## config.mk

```make
export PLATFORM = sky130hd
export DESIGN_NAME = layer_mac_sequencer
export DESIGN_NICKNAME = d
export VERILOG_FILES = /design/src/rtl/layer_mac_sequencer.sv
export SDC_FILE = /design/constraint.sdc
export NUM_CORES = 1
export LEC_CHECK = 0
export ABC_AREA = 1
export ABC_CLOCK_PERIOD_IN_PS = 2200
export CORE_AREA = 3 3 40 42
export DETAILED_ROUTE_END_ITERATION = 7
export DIE_AREA = 0 0 43 45
export SYNTH_ARGS = -nofsm -noshare
export SYNTH_HDL_FRONTEND = slang
export SYNTH_SLANG_ARGS = --single-unit
```

## constraint.sdc

```tcl
create_clock -name clk -period 2.2 [get_ports clk]
set_input_delay 0.44 -clock clk [delete_from_list [all_inputs] [get_ports clk]]
set_output_delay 0.44 -clock clk [all_outputs]
set_load 0.005 [all_outputs]
```

## src/rtl/layer_mac_sequencer.sv

```systemverilog
// Input-beat / neuron sequencer for a fully connected layer.
// Counts beats per neuron, holds mac_ack until consumed, pulses layer_done.
module layer_mac_sequencer #(
    parameter int IN_COUNT     = 4,
    parameter int NEURON_COUNT = 3,
    parameter int IW           = (IN_COUNT > 1) ? $clog2(IN_COUNT) : 1,
    parameter int NW           = (NEURON_COUNT > 1) ? $clog2(NEURON_COUNT) : 1
) (
    input  logic          clk,
    input  logic          rst,
    input  logic          start,
    input  logic          ack,
    output logic          ready,
    output logic          mac_ack,
    input  logic          mac_ready,
    output logic [IW-1:0] in_idx,
    output logic [NW-1:0] neuron_idx,
    output logic          layer_done,
    output logic          busy
);

    typedef enum logic [1:0] {
        IDLE  = 2'd0,
        COUNT = 2'd1,
        FIRE  = 2'd2,
        DONE  = 2'd3
    } state_t;

    localparam logic [IW-1:0] IN_LAST = IW'(IN_COUNT - 1);
    localparam logic [NW-1:0] N_LAST  = NW'(NEURON_COUNT - 1);

    state_t        state_q, state_d;
    logic [IW-1:0] in_idx_q, in_idx_d;
    logic [NW-1:0] neuron_idx_q, neuron_idx_d;
    logic          ready_q, ready_d;
    logic          mac_ack_q, mac_ack_d;
    logic          layer_done_q, layer_done_d;
    logic          busy_q, busy_d;

    always_comb begin
        state_d      = state_q;
        in_idx_d     = in_idx_q;
        neuron_idx_d = neuron_idx_q;
        case (state_q)
            IDLE: begin
                if (start) begin
                    state_d      = COUNT;
                    in_idx_d     = '0;
                    neuron_idx_d = '0;
                end
            end
            COUNT: begin
                if (ack) begin
                    if (in_idx_q == IN_LAST) begin
                        in_idx_d = '0;
                        state_d  = FIRE;
                    end else begin
                        in_idx_d = in_idx_q + IW'(1);
                    end
                end
            end
            FIRE: begin
                if (mac_ready) begin
                    if (neuron_idx_q == N_LAST) begin
                        neuron_idx_d = '0;
                        state_d      = DONE;
                    end else begin
                        neuron_idx_d = neuron_idx_q + NW'(1);
                        state_d      = COUNT;
                    end
                end
            end
            DONE:    state_d = IDLE;
            default: state_d = IDLE;
        endcase
    end

    // Outputs are registered from the next state so they align with it.
    always_comb begin
        ready_d      = (state_d == COUNT);
        mac_ack_d    = (state_d == FIRE);
        layer_done_d = (state_d == DONE);
        busy_d       = (state_d != IDLE);
    end

    always_ff @(posedge clk) begin
        if (rst) begin
            state_q      <= IDLE;
            in_idx_q     <= '0;
            neuron_idx_q <= '0;
            ready_q      <= 1'b0;
            mac_ack_q    <= 1'b0;
            layer_done_q <= 1'b0;
            busy_q       <= 1'b0;
        end else begin
            state_q      <= state_d;
            in_idx_q     <= in_idx_d;
            neuron_idx_q <= neuron_idx_d;
            ready_q      <= ready_d;
            mac_ack_q    <= mac_ack_d;
            layer_done_q <= layer_done_d;
            busy_q       <= busy_d;
        end
    end

    assign ready      = ready_q;
    assign mac_ack    = mac_ack_q;
    assign layer_done = layer_done_q;
    assign busy       = busy_q;
    assign in_idx     = in_idx_q;
    assign neuron_idx = neuron_idx_q;

endmodule

```

==> results.md <==
Critical path:
- STA classifies the critical path startpoint as a flop.
- In this run the worst path has a maximum fanout of 4.
- The cell with the largest stage delay on the worst path is clkdlybuf4s50_1.
- The sum of buffers and inverters on the critical path is 1.
- The critical path goes through clkdlybuf4s50_1.
- The total stage count of the critical path is 1.
- At the worst endpoint, the arrival time is 1.14 ns.
- At the worst endpoint, the required time is about 1.8 ns.
- The family with the most delay on the worst path is buffers and inverters.
- Counting cells, the worst reg-to-reg path comes to 6.
- In this design, the stage delay of the slowest critical-path cell is 0.52 ns.
- The worst setup path is captured at an output port.
- The start-to-end type of the worst setup path is flop to output port.

Pwr:
- The internal portion of the total power is 293.8 µW.
- The clock network fraction of total power is 30.2%.
- The static leakage is slightly below 0.0003 µW.
- In this run, flip-flops and latches consume 51.1% of the power.
- The fraction of power spent switching nets is 25.08%.
- The net switching power of the design is roughly 98 µW.
- The peak ir drop on the vdd network is approximately 0.4 mV.
- The power density of the placed cells is 642.3 mW/mm².
- Combinational cells account for 18.7% of the total power.

Synthesis:
- The share of the yosys chip area belonging to registers is 44.57%.
- The synthesized instance count is 63.
- The Yosys step of the flow raised 0 warnings.
- After synthesis the cells add up to around 450 µm².
- The number of unique standard cell types used by synthesis is 12.
- The mean area per synthesized cell is 7.130 µm².
- When the netlist entered floorplanning its net count stood at 69.
- Counting flops and latches in the post-synthesis netlist gives 10.

Detailed routing:
- In the routed design, unresolved DRC markers number 0.
- The final route contains 398 vias.
- After detailed routing, the total wire length is between 800 and 900 µm.
- Once detail routing completed, the nets flagged for antenna violations numbered 0.
- The first-iteration detailed-routing DRC count is 2.
- After detailed routing, the average wire length per cell comes to about 9.2 µm.
- The detailed-route vias per instance is 4.280.
- The number of detailed-routing iterations run before antenna repair is 2.

GRT:
- The busiest layer in global routing is met2.
- The initial antenna violation count is 0.
- The via count of the first global-routing pass is 380.
- In the global route stage, met3 resource usage came out at 7.171%.
- The first global-routing pass estimated 1.552 mm of wire.
- Global routing consumed, on the met2 layer, 16.17% of the routing resources.
- For this run, the total global-route usage over all layers was measured as 11.57%.
- The total overflow reported by the global router is 0.
- The pin count of the biggest net entering global routing is 7.
- The global routing usage on met1 is 13.27%.

Floorplanning:
- The horizontal extent of the die is around 43 µm.
- The area enclosed by the die boundary is about 0.0019 mm².
- From bottom edge to top edge, the die measures around 45 µm.
- The number of placement rows is 13.
- Once the floorplan was initialized, standard cells occupied 34.96% of the core.
- In this run the count of I/O pins placed on the die edge is 13.
- The core area is 0.001285 mm².

Clock network:
- After clock tree synthesis, the clock-pin slew on the worst setup and hold paths is 0.06 ns.
- The number of buffers added for setup after CTS is 0.
- The post-CTS resize count is 0.
- TritonCTS built the clock tree.
- The count of hold-fix buffers inserted at cts is 0.
- The buffer levels on the longest clock path is 2.
- The number of clock buffers inserted by TritonCTS is 3.
- The count of H-tree levels built during CTS is 1.
- The master cell of the clock root buffer is clkbuf_4.
- The tree built by TritonCTS fans out to 10 sinks.
- The insertion delay of the later-clocked pin in the worst-skew pair is 0.26 ns.

Min path:
- Counting instances, the worst hold path has a depth of 2.
- The class of the most critical hold timing path is flop to flop.

Cells and area:
- The antenna diode instance count is 0.
- The number of cells in the finished layout apart from fillers is 93.
- The area growth from synthesis to layout is 35.93%.
- The fraction of layout instances using a drive strength above 1 is 17.95%.
- The net count of the finished layout is 86.

Timing:
- The final count of pins violating max slew is 0.
- The clock period could shrink to 1.577 ns.
- For the pin with the worst max-slew slack, the measured transition is 0.1684 ns.
- The clock skew after layout is around 0.0045 ns.
- The final-layout setup total negative slack is 0 ns.
- Static timing analysis puts the maximum clock frequency at 634.0 MHz.
- Setup violations remaining at the end of the flow were counted as 0.
- The ratio of final minimum period to clock period is 71.70%.
- The final count of hold timing violations is 0.
- Setup repair after global routing left no endpoint under its margin.
- The worst slew margin relative to its limit is about nine tenths.

Status:
- The flow ran to the end, and the final reports show no timing, DRC or antenna violations.

Place:
- The post-placement cell count is 90.
- The routability-driven placement congestion ratio is around 0.74.
- During placement, the flow inserted port buffers numbering 12.
- The half-perimeter wire length after detailed placement is approximately 690 µm.

Run:
- The total of max-cap violations is 0.
==> path summary, 6_finish.rpt <==
kind | startpoint | slack [ns] | endpoint
hold reg to reg | in_idx[0] | 0.52 | in_idx[0]
setup reg to reg | in_idx[0] | 1.11 | busy
hold / removal | in_idx[0] | 0.52 | in_idx[0]
setup / recovery | in_idx[0] | 0.62 | in_idx[0]
==> cells in the mapped netlist, drive strengths merged <==
| library cell | instances | share of area (%) |
|---|---|---|
| nand4 | 1 | 1.4 |
| nor2 | 11 | 11 |
| ha | 1 | 2.8 |
| inv | 10 | 8.4 |
| nand3 | 8 | 11 |
| nand3b | 1 | 1.7 |
| dfxtp | 10 | 45 |
| nand2 | 21 | 19 |
==> cell usage in the layout (no fill, tap or decap) <==
master / n
nand3_1: 6
clkdlybuf4s50_1: 12
nor2_2: 4
nand3_2: 2
inv_1: 7
inv_2: 3
nand4_1: 1
clkbuf_4: 3
dfxtp_1: 10
nand2_2: 2
ha_1: 1
nand3b_1: 1
nand2_1: 19
nor2_1: 7
==> cell type report <==
| class | instances | area (µm²) |
|---|---|---|
| well taps | 15 | 18.77 |
| clock buffers | 3 | 22.52 |
| multi-input cells | 43 | 211.5 |
| flip-flops and latches | 10 | 200.2 |
| fillers | 138 | 674.4 |
| inverters | 10 | 37.54 |
| repair buffers | 12 | 120.1 |
==> cells by family after synthesis <==
logic type               after synthesis  share of synthesized area (%)
buffers and inverters                 10                          8.357
AND/OR/NAND/NOR                       42                          44.29
adder cells (fa/ha/maj)                1                          2.785
flip-flops                            10                          44.57
==> power by group through the flow <==
| stage | combinational, µW | sequential, µW | clock, µW |
|---|---|---|---|
| after floorplan | 39.1 | 205 | 0 |
| after global placement | 74.2 | 205 | 0 |
| after detailed placement | 74.0 | 205 | 0 |
| after CTS | 74.5 | 201 | 128 |
| after global routing | 84.4 | 202 | 138 |
| final | 73.2 | 200 | 118 |
==> metrics by stage <==
step / area [µm²] / util [%] / worst slack [ns] / total power, µW / hold WS, ns
after floorplan: 449.2 / - / 1.193 / 244.1 / 0.5090
after global placement: 588.1 / 45.76 / 0.7406 / 278.9 / 0.5166
after detailed placement: 588.1 / 45.76 / 0.7236 / 278.7 / 0.5169
after CTS: 610.6 / 47.52 / 0.5951 / 402.9 / 0.5257
after global routing: 610.6 / 47.52 / 0.5583 / 424.9 / 0.5554
final: 610.6 / 47.52 / 0.6226 / 392.2 / 0.5184
==> layer usage <==
| layer | part of all wire [%] | wire (µm) |
|---|---|---|
| met1 | 47 | 400 |
| met3 | 6.4 | 55 |
| met5 | 0 | 0 |
| met2 | 44 | 374 |
| met4 | 3.1 | 27 |
==> registers in the layout, indices dropped and copies added, names as in the netlist <==
name,count
state_q,2
ready,1
neuron_idx,2
mac_ack,1
in_idx,2
busy,1
layer_done,1
No activity file was read; power rests on OpenSTA's default activity.
